==> config.mk <==
export PLATFORM = sky130hd
export DESIGN_NAME = mem_arbiter_flat
export DESIGN_NICKNAME = d
export VERILOG_FILES = /design/src/rtl/mem_arb_pkg.sv /design/src/rtl/mem_arbiter_if.sv /design/src/rtl/sat_counter.sv /design/src/rtl/mem_arbiter.sv /design/src/flat_wrapper.sv
export SDC_FILE = /design/constraint.sdc
export NUM_CORES = 1
export LEC_CHECK = 0
export BUFFER_PORTS_ARGS = -buffer_cell sky130_fd_sc_hd__clkbuf_2
export CAP_MARGIN = 20
export CORE_AREA = 2 2 160 162
export DETAILED_ROUTE_END_ITERATION = 12
export DIE_AREA = 0 0 162 164
export GPL_TIMING_DRIVEN = 0
export HOLD_SLACK_MARGIN = 0.02
export PLACE_DENSITY = 0.72
export SKIP_LAST_GASP = 1
export SLEW_MARGIN = 20
export SYNTH_ARGS = -nofsm -noshare
export SYNTH_HDL_FRONTEND = slang
export SYNTH_HIERARCHICAL = 1
export SYNTH_SLANG_ARGS = --single-unit
export TNS_END_PERCENT = 5
==> constraint.sdc <==
create_clock -name clk -period 4.11 [get_ports clk]
set_input_delay 0.6165 -clock clk [delete_from_list [all_inputs] [get_ports clk]]
set_output_delay 0.6165 -clock clk [all_outputs]
set_load 0.02 [all_outputs]
==> src/rtl/mem_arb_pkg.sv <==
// rtl/mem_arb_pkg.sv - shared state encoding and grant constants for mem_arbiter
package mem_arb_pkg;

    typedef enum logic [2:0] {
        IDLE   = 3'd0,
        REQ_IF = 3'd1,
        REQ_LS = 3'd2,
        RSP_IF = 3'd3,
        RSP_LS = 3'd4
    } arb_state_t;

    localparam logic GRANT_IF = 1'b0;
    localparam logic GRANT_LS = 1'b1;

endpackage

==> src/rtl/mem_arbiter_if.sv <==
// rtl/mem_arbiter_if.sv - IF/LS requester and memory-port bundle around mem_arbiter
interface mem_arbiter_if #(
    parameter int ADDR_W = 32,
    parameter int DATA_W = 32,
    parameter int LEN_W  = 4
);
    logic                  if_req_valid;
    logic                  if_req_ready;
    logic [ADDR_W-1:0]     if_req_addr;
    logic [LEN_W-1:0]      if_req_len;
    logic                  if_rsp_valid;
    logic [DATA_W-1:0]     if_rsp_data;
    logic                  if_rsp_last;

    logic                  ls_req_valid;
    logic                  ls_req_ready;
    logic [ADDR_W-1:0]     ls_req_addr;
    logic                  ls_req_wen;
    logic [DATA_W-1:0]     ls_req_wdata;
    logic [DATA_W/8-1:0]   ls_req_wmask;
    logic                  ls_rsp_valid;
    logic [DATA_W-1:0]     ls_rsp_rdata;

    logic                  mem_req_valid;
    logic                  mem_req_ready;
    logic [ADDR_W-1:0]     mem_req_addr;
    logic                  mem_req_wen;
    logic [DATA_W-1:0]     mem_req_wdata;
    logic [DATA_W/8-1:0]   mem_req_wmask;
    logic [LEN_W-1:0]      mem_req_len;
    logic                  mem_rsp_valid;
    logic [DATA_W-1:0]     mem_rsp_data;
    logic                  mem_rsp_last;

    // Arbiter side: requesters come in, memory port goes out.
    modport slave (
        input  if_req_valid, if_req_addr, if_req_len,
        output if_req_ready, if_rsp_valid, if_rsp_data, if_rsp_last,
        input  ls_req_valid, ls_req_addr, ls_req_wen, ls_req_wdata, ls_req_wmask,
        output ls_req_ready, ls_rsp_valid, ls_rsp_rdata,
        output mem_req_valid, mem_req_addr, mem_req_wen, mem_req_wdata, mem_req_wmask, mem_req_len,
        input  mem_req_ready, mem_rsp_valid, mem_rsp_data, mem_rsp_last
    );

    modport master (
        output if_req_valid, if_req_addr, if_req_len,
        input  if_req_ready, if_rsp_valid, if_rsp_data, if_rsp_last,
        output ls_req_valid, ls_req_addr, ls_req_wen, ls_req_wdata, ls_req_wmask,
        input  ls_req_ready, ls_rsp_valid, ls_rsp_rdata,
        input  mem_req_valid, mem_req_addr, mem_req_wen, mem_req_wdata, mem_req_wmask, mem_req_len,
        output mem_req_ready, mem_rsp_valid, mem_rsp_data, mem_rsp_last
    );
endinterface

==> src/rtl/sat_counter.sv <==
// rtl/sat_counter.sv - 32-bit saturating event counter with synchronous clear
module sat_counter (
    input  logic        clk,
    input  logic        reset,
    input  logic        inc,
    input  logic        clr,
    output logic [31:0] count
);
    logic [31:0] count_q;
    logic [31:0] count_d;

    always_comb begin
        count_d = count_q;
        if (clr) begin
            count_d = '0;
        end else if (inc && (count_q != 32'hFFFF_FFFF)) begin
            count_d = count_q + 32'd1;
        end
    end

    always_ff @(posedge clk or negedge reset) begin
        if (!reset) begin
            count_q <= '0;
        end else begin
            count_q <= count_d;
        end
    end

    assign count = count_q;
endmodule

==> src/rtl/mem_arbiter.sv <==
// rtl/mem_arbiter.sv - IF/LS arbiter holding the shared memory port until the response completes
module mem_arbiter
    import mem_arb_pkg::*;
#(
    parameter int ADDR_W = 32,
    parameter int DATA_W = 32,
    parameter int LEN_W  = 4
) (
    input  logic               clk,
    input  logic               reset,
    mem_arbiter_if.slave       bus,
    input  logic               cnt_clr,
    output logic [31:0]        cnt_if_grant,
    output logic [31:0]        cnt_ls_grant,
    output logic [31:0]        cnt_if_wait,
    output logic [31:0]        cnt_ls_wait
);
    arb_state_t            state_q, state_d;
    logic                  last_grant_q, last_grant_d;
    logic [ADDR_W-1:0]     addr_q, addr_d;
    logic                  wen_q, wen_d;
    logic [DATA_W-1:0]     wdata_q, wdata_d;
    logic [DATA_W/8-1:0]   wmask_q, wmask_d;
    logic [LEN_W-1:0]      len_q, len_d;
    logic                  mem_req_valid_q, mem_req_valid_d;
    logic                  grant;
    logic                  if_hs;
    logic                  ls_hs;

    // On a conflict the requester that did not win last time goes next.
    always_comb begin
        if (bus.if_req_valid && bus.ls_req_valid) begin
            grant = ~last_grant_q;
        end else if (bus.ls_req_valid) begin
            grant = GRANT_LS;
        end else begin
            grant = GRANT_IF;
        end
    end

    assign bus.if_req_ready = (state_q == IDLE) && (grant == GRANT_IF);
    assign bus.ls_req_ready = (state_q == IDLE) && (grant == GRANT_LS);
    assign if_hs = bus.if_req_valid && bus.if_req_ready;
    assign ls_hs = bus.ls_req_valid && bus.ls_req_ready;

    always_comb begin
        state_d         = state_q;
        last_grant_d    = last_grant_q;
        addr_d          = addr_q;
        wen_d           = wen_q;
        wdata_d         = wdata_q;
        wmask_d         = wmask_q;
        len_d           = len_q;
        mem_req_valid_d = mem_req_valid_q;
        case (state_q)
            IDLE: begin
                if (if_hs) begin
                    state_d         = REQ_IF;
                    last_grant_d    = GRANT_IF;
                    addr_d          = bus.if_req_addr;
                    wen_d           = 1'b0;
                    wdata_d         = '0;
                    wmask_d         = '0;
                    len_d           = bus.if_req_len;
                    mem_req_valid_d = 1'b1;
                end else if (ls_hs) begin
                    state_d         = REQ_LS;
                    last_grant_d    = GRANT_LS;
                    addr_d          = bus.ls_req_addr;
                    wen_d           = bus.ls_req_wen;
                    wdata_d         = bus.ls_req_wdata;
                    wmask_d         = bus.ls_req_wmask;
                    len_d           = '0;
                    mem_req_valid_d = 1'b1;
                end
            end
            REQ_IF: begin
                if (bus.mem_req_ready) begin
                    state_d         = RSP_IF;
                    mem_req_valid_d = 1'b0;
                end
            end
            REQ_LS: begin
                if (bus.mem_req_ready) begin
                    state_d         = RSP_LS;
                    mem_req_valid_d = 1'b0;
                end
            end
            RSP_IF: begin
                if (bus.mem_rsp_valid && bus.mem_rsp_last) state_d = IDLE;
            end
            RSP_LS: begin
                // A single-word access completes on its first beat whatever last says.
                if (bus.mem_rsp_valid) state_d = IDLE;
            end
            default: state_d = IDLE;
        endcase
    end

    always_ff @(posedge clk or negedge reset) begin
        if (!reset) begin
            state_q         <= IDLE;
            last_grant_q    <= GRANT_IF;
            addr_q          <= '0;
            wen_q           <= 1'b0;
            wdata_q         <= '0;
            wmask_q         <= '0;
            len_q           <= '0;
            mem_req_valid_q <= 1'b0;
        end else begin
            state_q         <= state_d;
            last_grant_q    <= last_grant_d;
            addr_q          <= addr_d;
            wen_q           <= wen_d;
            wdata_q         <= wdata_d;
            wmask_q         <= wmask_d;
            len_q           <= len_d;
            mem_req_valid_q <= mem_req_valid_d;
        end
    end

    assign bus.mem_req_valid = mem_req_valid_q;
    assign bus.mem_req_addr  = addr_q;
    assign bus.mem_req_wen   = wen_q;
    assign bus.mem_req_wdata = wdata_q;
    assign bus.mem_req_wmask = wmask_q;
    assign bus.mem_req_len   = len_q;

    assign bus.if_rsp_valid  = (state_q == RSP_IF) && bus.mem_rsp_valid;
    assign bus.if_rsp_last   = bus.mem_rsp_last;
    assign bus.if_rsp_data   = bus.mem_rsp_data;
    assign bus.ls_rsp_valid  = (state_q == RSP_LS) && bus.mem_rsp_valid;
    assign bus.ls_rsp_rdata  = bus.mem_rsp_data;

    sat_counter u_cnt_if_grant (.clk(clk), .reset(reset), .inc(if_hs), .clr(cnt_clr), .count(cnt_if_grant));
    sat_counter u_cnt_ls_grant (.clk(clk), .reset(reset), .inc(ls_hs), .clr(cnt_clr), .count(cnt_ls_grant));
    sat_counter u_cnt_if_wait (
        .clk(clk), .reset(reset), .inc(bus.if_req_valid && !bus.if_req_ready), .clr(cnt_clr), .count(cnt_if_wait)
    );
    sat_counter u_cnt_ls_wait (
        .clk(clk), .reset(reset), .inc(bus.ls_req_valid && !bus.ls_req_ready), .clr(cnt_clr), .count(cnt_ls_wait)
    );
endmodule

==> src/flat_wrapper.sv <==
// flat-port wrapper written by rule: the top's interface ports become plain ports
module mem_arbiter_flat import mem_arb_pkg::*;
#(
    parameter int ADDR_W = 32,
    parameter int DATA_W = 32,
    parameter int LEN_W  = 4
)
  (clk, reset, cnt_clr, cnt_if_grant, cnt_ls_grant, cnt_if_wait, cnt_ls_wait, bus_if_req_valid, bus_if_req_addr, bus_if_req_len, bus_if_req_ready, bus_if_rsp_valid, bus_if_rsp_data, bus_if_rsp_last, bus_ls_req_valid, bus_ls_req_addr, bus_ls_req_wen, bus_ls_req_wdata, bus_ls_req_wmask, bus_ls_req_ready, bus_ls_rsp_valid, bus_ls_rsp_rdata, bus_mem_req_valid, bus_mem_req_addr, bus_mem_req_wen, bus_mem_req_wdata, bus_mem_req_wmask, bus_mem_req_len, bus_mem_req_ready, bus_mem_rsp_valid, bus_mem_rsp_data, bus_mem_rsp_last);
  mem_arbiter_if #(.ADDR_W(ADDR_W), .DATA_W(DATA_W), .LEN_W(LEN_W)) bus_i ();
  input  logic clk;
  input  logic reset;
  input  logic cnt_clr;
  output logic [31:0] cnt_if_grant;
  output logic [31:0] cnt_ls_grant;
  output logic [31:0] cnt_if_wait;
  output logic [31:0] cnt_ls_wait;
  input wire logic [$bits(bus_i.if_req_valid)-1:0] bus_if_req_valid;
  input wire logic [$bits(bus_i.if_req_addr)-1:0] bus_if_req_addr;
  input wire logic [$bits(bus_i.if_req_len)-1:0] bus_if_req_len;
  output wire logic [$bits(bus_i.if_req_ready)-1:0] bus_if_req_ready;
  output wire logic [$bits(bus_i.if_rsp_valid)-1:0] bus_if_rsp_valid;
  output wire logic [$bits(bus_i.if_rsp_data)-1:0] bus_if_rsp_data;
  output wire logic [$bits(bus_i.if_rsp_last)-1:0] bus_if_rsp_last;
  input wire logic [$bits(bus_i.ls_req_valid)-1:0] bus_ls_req_valid;
  input wire logic [$bits(bus_i.ls_req_addr)-1:0] bus_ls_req_addr;
  input wire logic [$bits(bus_i.ls_req_wen)-1:0] bus_ls_req_wen;
  input wire logic [$bits(bus_i.ls_req_wdata)-1:0] bus_ls_req_wdata;
  input wire logic [$bits(bus_i.ls_req_wmask)-1:0] bus_ls_req_wmask;
  output wire logic [$bits(bus_i.ls_req_ready)-1:0] bus_ls_req_ready;
  output wire logic [$bits(bus_i.ls_rsp_valid)-1:0] bus_ls_rsp_valid;
  output wire logic [$bits(bus_i.ls_rsp_rdata)-1:0] bus_ls_rsp_rdata;
  output wire logic [$bits(bus_i.mem_req_valid)-1:0] bus_mem_req_valid;
  output wire logic [$bits(bus_i.mem_req_addr)-1:0] bus_mem_req_addr;
  output wire logic [$bits(bus_i.mem_req_wen)-1:0] bus_mem_req_wen;
  output wire logic [$bits(bus_i.mem_req_wdata)-1:0] bus_mem_req_wdata;
  output wire logic [$bits(bus_i.mem_req_wmask)-1:0] bus_mem_req_wmask;
  output wire logic [$bits(bus_i.mem_req_len)-1:0] bus_mem_req_len;
  input wire logic [$bits(bus_i.mem_req_ready)-1:0] bus_mem_req_ready;
  input wire logic [$bits(bus_i.mem_rsp_valid)-1:0] bus_mem_rsp_valid;
  input wire logic [$bits(bus_i.mem_rsp_data)-1:0] bus_mem_rsp_data;
  input wire logic [$bits(bus_i.mem_rsp_last)-1:0] bus_mem_rsp_last;
  assign bus_i.if_req_valid = bus_if_req_valid;
  assign bus_i.if_req_addr = bus_if_req_addr;
  assign bus_i.if_req_len = bus_if_req_len;
  assign bus_if_req_ready = bus_i.if_req_ready;
  assign bus_if_rsp_valid = bus_i.if_rsp_valid;
  assign bus_if_rsp_data = bus_i.if_rsp_data;
  assign bus_if_rsp_last = bus_i.if_rsp_last;
  assign bus_i.ls_req_valid = bus_ls_req_valid;
  assign bus_i.ls_req_addr = bus_ls_req_addr;
  assign bus_i.ls_req_wen = bus_ls_req_wen;
  assign bus_i.ls_req_wdata = bus_ls_req_wdata;
  assign bus_i.ls_req_wmask = bus_ls_req_wmask;
  assign bus_ls_req_ready = bus_i.ls_req_ready;
  assign bus_ls_rsp_valid = bus_i.ls_rsp_valid;
  assign bus_ls_rsp_rdata = bus_i.ls_rsp_rdata;
  assign bus_mem_req_valid = bus_i.mem_req_valid;
  assign bus_mem_req_addr = bus_i.mem_req_addr;
  assign bus_mem_req_wen = bus_i.mem_req_wen;
  assign bus_mem_req_wdata = bus_i.mem_req_wdata;
  assign bus_mem_req_wmask = bus_i.mem_req_wmask;
  assign bus_mem_req_len = bus_i.mem_req_len;
  assign bus_i.mem_req_ready = bus_mem_req_ready;
  assign bus_i.mem_rsp_valid = bus_mem_rsp_valid;
  assign bus_i.mem_rsp_data = bus_mem_rsp_data;
  assign bus_i.mem_rsp_last = bus_mem_rsp_last;
  mem_arbiter #(.ADDR_W(ADDR_W), .DATA_W(DATA_W), .LEN_W(LEN_W)) u_core (.clk(clk), .reset(reset), .bus(bus_i), .cnt_clr(cnt_clr), .cnt_if_grant(cnt_if_grant), .cnt_ls_grant(cnt_ls_grant), .cnt_if_wait(cnt_if_wait), .cnt_ls_wait(cnt_ls_wait));
endmodule
### Word-level counts from Yosys, hierarchy flattened

Cells that the tools add are included.

* bits of input ports: 145
* flip-flop bits (word level): 206
* word-level logic and storage cells: 91
* output and inout port bits: 271

* bitwise gates (word level): 2
* reductions and logical operators: 27
* add/sub/neg operators: 4
* equal/unequal tests: 14
* muxes and demuxes: 32

Operators by type and width (number)
* two-way mux 32 bit: 12
* adder 32 x 1 -> 32 bit (second input constant): 4
* inequality test 32 bit (second input constant): 4
* two-way mux 3 bit: 6
* two-way mux 4 bit: 4
* one-hot mux 3 bit (5 select lines): 1
* logical AND 1 bit: 14
* nonzero test 2 bit: 6
* two-way mux 1 bit: 8
* equality test 3 x 2 -> 1 bit (second input constant): 2
* inequality test 2 bit (second input constant): 3
* AND reduction 5 bit: 1
* inequality test 2 x 1 -> 1 bit (second input constant): 2
* equality test 3 x 1 -> 1 bit (second input constant): 1
* equality test 3 bit (second input constant): 1
* zero test 3 bit: 1
* inequality test 3 bit (second input constant): 1
* AND reduction 3 bit: 1
* zero test 1 bit: 2
* NOT 1 bit: 2
* one-hot mux 1 bit (2 select lines): 1
* AND reduction 2 bit: 1
* OR reduction 2 bit: 1

### Logic depth before layout (Yosys ltp)

Gate-level depths: netlist of run 1.

* depth in word-level cells: 9
* depth in mapped cells: 11
* mapped depth without buffers: 8

### By module

Netlist of run 1, hierarchy kept.

Modules (own cells, without submodules)
* sat_counter (u_core.u_cnt_if_wait ...): sequential area each 800.8 µm², instances 3, area an instance 1854.3 µm², cells each 198
* mem_arbiter: sequential area each 1951.9 µm², instances 1, area an instance 3749.8 µm², cells each 301
* sat_counter (u_core.u_cnt_if_grant): sequential area each 800.8 µm², instances 1, area an instance 1810.5 µm², cells each 194

### Worst setup path after synthesis of run 1

Ideal clock, no wire load.

* path type: input-to-reg
* from: input bus_ls_req_valid
* to: register u_core.u_cnt_if_grant.count_q[29], in the netlist u_core/u_cnt_if_grant/count[29]
* buffers on the path: 0
* setup slack: 1.556 ns
* data required time: 4.032 ns
* data arrival time: 2.476 ns
* stages: 8
* cell sequence: nand2b_1 > nand3_4 > inv_4 > nand4_1 > or4_1 > a2111o_1 > or3_1 > a21oi_1

* word-level cells in the longest chain between the ends: 7
* elaborated cells between the ends (all ways): 8
* classes of those cells: 2 x mux; 1 x bitwise; 5 x reduce/logical

Ends and longest elaborated chain
* start, declared: RTL line flat_wrapper.sv:24 `input wire logic [$bits(bus_i.ls_req_valid)-1:0] bus_ls_req_valid;`
* two-way mux 1 bit or logical AND 1 bit (tied branches): RTL line mem_arbiter.sv:34, mem_arbiter.sv:32
* two-way mux 1 bit (*): RTL line mem_arbiter.sv:32 `if (bus.if_req_valid && bus.ls_req_valid) begin`
* NOT 1 bit (*): RTL line mem_arbiter.sv:41 `assign bus.if_req_ready = (state_q == IDLE) && (grant == GRANT_IF);`
* logical AND 1 bit (*): RTL line mem_arbiter.sv:41
* logical AND 1 bit (*): RTL line mem_arbiter.sv:43 `assign if_hs = bus.if_req_valid && bus.if_req_ready;`
* named net u_core.if_hs: RTL line mem_arbiter.sv:27 `logic if_hs;`
* logical AND 1 bit (*): RTL line sat_counter.sv:16 `end else if (inc && (count_q != 32'hFFFF_FFFF)) begin`
* nonzero test 2 bit (no line) (*)
* end signal, assigned: RTL line sat_counter.sv:25 `count_q <= count_d;`
* end, declared: RTL line sat_counter.sv:9 `logic [31:0] count_q;`

The timed path passes the listed nets; every way through them passes the cells marked *.
A chain may end at the register's enable or synchronous reset.

### Worst setup path in the final report of run 1

* from: register u_core.state_q[2]
* to: register u_core.u_cnt_if_grant.count_q[29], in the netlist u_core/u_cnt_if_grant/count[29]

* word-level cells in the longest chain between the ends: 5

Ends and longest elaborated chain
* start, declared: RTL line mem_arbiter.sv:18 `arb_state_t state_q, state_d;`
* start signal, assigned: RTL line mem_arbiter.sv:111 `state_q <= state_d;`
* zero test 3 bit: RTL line mem_arbiter.sv:41
* logical AND 1 bit: RTL line mem_arbiter.sv:41
* logical AND 1 bit: RTL line mem_arbiter.sv:43
* named net u_core.if_hs: RTL line mem_arbiter.sv:27
* logical AND 1 bit: RTL line sat_counter.sv:16
* nonzero test 2 bit (no line)

The timed path passes the listed nets, and every way through them passes these cells.

==> results of run 1 <==
## worst reg2reg max path, cell delays in order, from the launching register on
cell and delay [ns]:
dfrtp_1 0.45, nor3_4 0.30, nand3_4 0.21, inv_4 0.21
nand4_1 0.17, or4_1 0.52, a2111o_1 0.47, or3_1 0.33
a21oi_1 0.14
## cells in the mapped netlist, drive strengths merged, types with 4 or more instances
master | count | area [µm²]
a211oi | 15 | 113
a21o | 9 | 67.6
a21oi | 53 | 265
a22o | 41 | 359
a31o | 7 | 61.3
a31oi | 7 | 88.8
and2 | 12 | 75.1
and3 | 31 | 209
and4 | 4 | 35.0
buf | 93 | 708
clkbuf | 17 | 63.8
dfrtp | 206 | 5150
ha | 4 | 50.1
inv | 29 | 114
mux2 | 20 | 236
mux2i | 5 | 50.1
nand2 | 53 | 204
nand2b | 39 | 244
nand3 | 52 | 288
nand3b | 4 | 30.0
nand4 | 29 | 206
nor2 | 99 | 379
nor2b | 23 | 144
nor3 | 17 | 96.4
nor4 | 27 | 251
o21ai | 27 | 135
o221a | 32 | 360
o31ai | 12 | 104
or3 | 28 | 175
or4 | 14 | 113
xnor2 | 36 | 315
xor2 | 14 | 123
## kinds of logic (layout without fill, tap and decap cells)
kind of cell / Yosys count / in the layout / synth area share
muxes: 25 / 25 / 0.0258
buffers and inverters: 139 / 572 / 0.0796
and+or+nand+nor: 443 / 443 / 0.230
DFF: 206 / 206 / 0.463
AOI/OAI and AO/OA: 222 / 222 / 0.157
adders and majority gates: 4 / 4 / 0.00450
xor gates and xnor gates: 50 / 50 / 0.0394
## sequential cells by signal, summed over array words and instances (netlist names)
name	flops
u_core/bus.mem_req_addr	32
u_core/bus.mem_req_wdata	32
u_core/u_cnt_if_grant/count	32
u_core/u_cnt_if_wait/count	32
u_core/u_cnt_ls_grant/count	32
u_core/u_cnt_ls_wait/count	32
u_core/bus.mem_req_len	4
u_core/bus.mem_req_wmask	4
u_core/state_q	3
u_core/bus.mem_req_valid	1
u_core/bus.mem_req_wen	1
u_core/last_grant_q	1
## layout by cell type (no fill, tap or decap), types with 28 or more instances in the layout
master,n
clkbuf_2,382
dfrtp_1,206
nor2_1,98
buf_4,72
a21oi_1,53
nand2_1,51
nand3_1,48
a22o_1,41
nand2b_1,39
xnor2_1,36
o221a_2,32
and3_1,28
or3_1,28
## area by class of cell
cell class	instances	area share
Buffer	110	0.0536
Clock buffer	40	0.0538
Clock inverter	8	0.00816
Inverter	29	0.00790
Multi-Input combinational cell	744	0.353
Sequential cell	206	0.358
Tap cell	330	0.0287
Timing Repair Buffer	385	0.137
## how the worst min path moves through the flow
stage	end	slack (ns)
2_1_floorplan	u_core/bus.mem_req_addr[0]	0.32
3_3_place_gp	u_core/last_grant_q	0.47
3_5_place_dp	u_core/last_grant_q	0.48
4_1_cts	u_core/u_cnt_ls_grant/count[21]	0.12
5_1_grt	u_core/u_cnt_ls_grant/count[28]	0.15
6_report	u_core/u_cnt_ls_grant/count[20]	0.12
## layer usage
metal | up-vias | part of all wire
met3 | 65 | 0.077
met2 | 394 | 0.49
met4 | 0 | 0.030
met1 | 4862 | 0.41
met5 | - | 0
li1 | 4747 | -
## power groups by stage
stage,registers [mW],logic [mW],clock network [mW]
6_report,2.69,2.37,2.35
5_1_grt,2.75,2.54,2.49
3_3_place_gp,2.70,2.35,0
4_1_cts,2.69,2.39,2.41
2_1_floorplan,3.16,1.07,0
3_5_place_dp,2.73,2.37,0
## metrics by stage
step                      cells  utilization  total power, mW
after floorplan            1089            -             4.23
after global routing       1852        0.581             7.78
final                      1852        0.581             7.42
after global placement     1802        0.542             5.05
after detailed placement   1804        0.545             5.10
after CTS                  1852        0.581             7.49
==> results.cfg, run 1 <==
[run_status]
status = finished clean

[grt]
grt_pass1_wl_mm = 51.4
antenna_found_initial = 0
grt-ovfl-total = 0
grt_use_total = 0.240
grtUsageMet3 = 0.0530
grt.busiest_layer = met2
grt_pass1_vias = 9687
met1_usage = 0.306
grt_max_degree = 87
grt_use_met2 = 0.406

[pwr]
power.leakage_nw = 6.85
internal-power_mw = 4.88
peakVddDrop_v = 0.000385
p_per_area_mw_per_mm2 = 515
p_switching_mw = 2.54
clockPowerShare = 0.318
power_frac_seq = 0.363
swShare = 0.342
combPwrFrac = 0.319

[final_layout]
ff_latch_area_mm2 = 0.00515
nFillCells = 2166
fin_area_mm2 = 0.0144
layout.nets = 1651
multi_input_area_mm2 = 0.00508
syn2layout_area_growth_pct = 29.5
n_antenna_cell = 0
drive_above_1_share = 0.405

[timing]
period_needed_ns = 2.87
fin_skew_ns = 0.0130
max_freq_mhz = 348
whs_ns = 0.117
tns_ns = 0
final_hold_viol_count = 0
slew_headroom = 0.422
tightest_slew_ns = 0.859
post-route-period-util = 0.699
rsz0062_at_grt = no
slew_viol_final = 0
setup_ws_ns = 1.24
finalSetupViolCount = 0

[floorplan]
initial_core_util = 0.448
die_w_um = 162
core-area_mm2 = 0.0248
die_area_mm2 = 0.0266
row_count = 58
ios = 416
die_y_um = 164

[critical_path]
critPathBufInv = 1
rr_worst_depth = 8
cp_data_arrival_time_ns = 3.32
endpoint = u_core/u_cnt_if_grant/count[29]
r2r-end = u_core/u_cnt_if_grant/count[29]
cp_data_required_time_ns = 4.56
worstSetupPathType = flip-flop to flip-flop
worst-path-stages = 8
cp-end-kind = flip-flop
cp-startpoint = u_core/state_q[2]
cpMaxStageDelayCell = or4_1
worstPathCellList = nor3_4, nand3_4, inv_4, nand4_1, or4_1, a2111o_1, or3_1, a21oi_1
critPathLaunchType = flip-flop
cp_max_fo = 10
cpPeakStageDelay_ns = 0.52
r2r_setup_slack_ns = 1.24
critPathTopFamily = simple AND/OR/NAND/NOR gates
r2r-start = u_core/state_q[2]

[clock_tree]
post_cts_resize_count = 0
clkTransAtPathRegs_ns = 0.06
post_cts.repair.setup_buffers = 0
cts_hold_buf = 0
cts_sinks = 206
clock_latency_ns = 0.53
cts_made_buffers = 26
cts_max_level = 1
cts-root-buf = clkbuf_16
tritoncts = built
cts_buffer_depth = 3

[yosys]
synth_top_flop_cell = dfrtp_1
netlist_area_mm2 = 0.0111
yosysWarnings = 6
synthCells = 1089
synth_edf_count = 0
ys_async_sr_fraction = 1.00
ys_seq_elements = 206
ys_seq_area_frac = 0.463
synthesis.nets = 1238
avgSynthCellArea_um2 = 10.2
ys_types = 66

[placed_design]
dp_hpwl_mm = 24.6
dpl_cell_area_mm2 = 0.0135
routabilityCongestion = 0.843
numPortBuffers = 383
place_ws_ns = 1.00

[min_path]
hp-class = input pin to asynchronous set/reset pin

[route]
totalWireLength_mm = 32.9
vias_per_cell = 5.44
vias = 10100
drt_iter0_drc = 605
antenna_left = 0
first_pass_iters = 5
drc = 0
wl_per_cell_um = 17.8

[job]
maxCapViolCount = 0
Power figures use the tool's default switching activity.
==> run 2, diff against run 1 <==
Settings changed: CORE_AREA 2 2 160 162 to 2 2 162 164, DIE_AREA 0 0 162 164 to 0 0 164 166, PLACE_DENSITY 0.72 to 0.7.
Clock period 4.11 ns to 2.9 ns, I/O delays scaled along.
==> run 2 against run 1 <==
- fmax down 0.94%
- clock-buffer cell count down 8
- clock skew about the same
- first-iteration DRC count down 5.5%
- largest power group unchanged
- combinational power up 43%
==> results.cfg, run 2 (synthesis gave the netlist of run 1 again) <==
[floorplan]
core-area_mm2 = 0.0256
row_count = 59
die_w_um = 164
die_area_mm2 = 0.0272
initial_core_util = 0.434
die_y_um = 166
ios = 416

[critical_path]
cp_max_fo = 10
critPathLaunchType = flip-flop
cp_data_required_time_ns = 3.33
cp_data_arrival_time_ns = 3.33
worstSetupPathType = flip-flop to flip-flop
cpMaxStageDelayCell = or4_1
cpPeakStageDelay_ns = 0.53
worstPathCellList = buf_2, nor3_4, nand3_4, inv_6, nand4_1, or4_1, a2111o_1, or3_1, a21oi_1
cp-end-kind = flip-flop

[placed_design]
routabilityCongestion = 0.856
place_inst = 1809
dpl_cell_area_mm2 = 0.0135
dp_hpwl_mm = 24.7
numPortBuffers = 383
place_ws_ns = -0.0100

[timing]
rsz0062_at_grt = yes
period_needed_ns = 2.90
setup_ws_ns = 0.00123
whs_ns = 0.146
tightest_slew_ns = 0.863
post-route-period-util = 1.00
finalSetupViolCount = 0
slew_headroom = 0.419
fin_skew_ns = 0.0129
final_hold_viol_count = 0
slew_viol_final = 0
max_freq_mhz = 345

[grt]
grt_max_degree = 88
grt-ovfl-total = 0
grt_use_total = 0.236
antenna_found_initial = 0
grt_pass1_wl_mm = 52.0
grt_pass1_vias = 9793

[pwr]
total_power_mw = 10.3
power.leakage_nw = 6.84
p_per_area_mw_per_mm2 = 717
peakVddDrop_v = 0.000529

[clock_tree]
clock_latency_ns = 0.52
tritoncts = built
clkTransAtPathRegs_ns = 0.06
cts_max_level = 1
cts_sinks = 206
cts_made_buffers = 25
cts-root-buf = clkbuf_16
cts_buffer_depth = 3

[route]
first_pass_iters = 5
drt_iter0_drc = 572
vias_per_cell = 5.46
wl_per_cell_um = 17.7
totalWireLength_mm = 32.9
antenna_left = 0
vias = 10100
drc = 0

[final_layout]
fin_area_mm2 = 0.0144
syn2layout_area_growth_pct = 29.3
n_antenna_cell = 0
final_cell_mix = clkbuf_2 (382), dfrtp_1 (206), nor2_1 (98), buf_4 (76), a21oi_1 (53)
drive_above_1_share = 0.409
layout.nets = 1655
fin_cells = 1857
mostFrequentLayoutCell = clkbuf_2

[job]
maxCapViolCount = 0

[min_path]
hp-class = input pin to flip-flop

[run_status]
status = finished clean
==> run 2: layer usage <==
layer  track usage  share of wire  vias up
met5             0              0        -
met4        0.0809          0.033        0
met3        0.0504          0.072       66
met2         0.410           0.50      360
met1         0.288           0.40     4968
li1              -              -     4754
==> run 2: cell type report <==
cell class	count	area (µm²)
fill	2293	11200
sequential	206	5150
multi-input combinational	744	5080
timing repair buffer	390	2020
buffer	110	772
clock buffer	32	702
tap	335	419
clock inverter	11	118
inverter	29	116
==> run 2: worst paths after layout <==
path                            slack, ns                               to                         start  depth (start not counted)
worst max-delay path                0.001  u_core/u_cnt_if_grant/count[29]             u_core/state_q[1]                          9
worst min-delay path                 0.15      u_core/bus.mem_req_wdata[1]           bus_ls_req_wdata[1]                          2
worst max register to register      0.001  u_core/u_cnt_if_grant/count[29]             u_core/state_q[1]                          9
worst min register to register       0.49     u_core/bus.mem_req_wdata[27]  u_core/bus.mem_req_wdata[27]                          1
max in group asynchronous            1.27   u_core/u_cnt_if_grant/count[4]                         reset                          4
min in group asynchronous            0.47   u_core/u_cnt_ls_wait/count[11]                         reset                          2
==> run 2: where the power goes <==
group          total, mW  internal (mW)  switching [mW]  leakage, nW
registers           3.82           3.45           0.369         2.73
clock network       3.11           1.88            1.23        0.403
logic               3.38           1.39            1.99         3.70
==> run 2: critical path: cells and delay by family (launching register included) <==
family	cells	cell delay (ns)
AO/OA/AOI/OAI	2	0.62
flip-flops	1	0.36
AND/OR/NAND/NOR	5	1.46
buffers and inverters	2	0.36
==> run 2: repair_timing <==
item,CTS,global route
setup buffers,0,4
endpoints found under the setup margin,1,18
hold buffers,1,0
endpoints found under the hold margin,56,0
gates resized for setup,1,1
pin swaps,0,2
==> run 2: through the flow <==
step | setup TNS, ns | util
2_1_floorplan | 0 | -
3_3_place_gp | -576.25 | 0.525
3_5_place_dp | -0.0183 | 0.528
4_1_cts | 0 | 0.560
5_1_grt | -1.21 | 0.562
6_report | 0 | 0.562
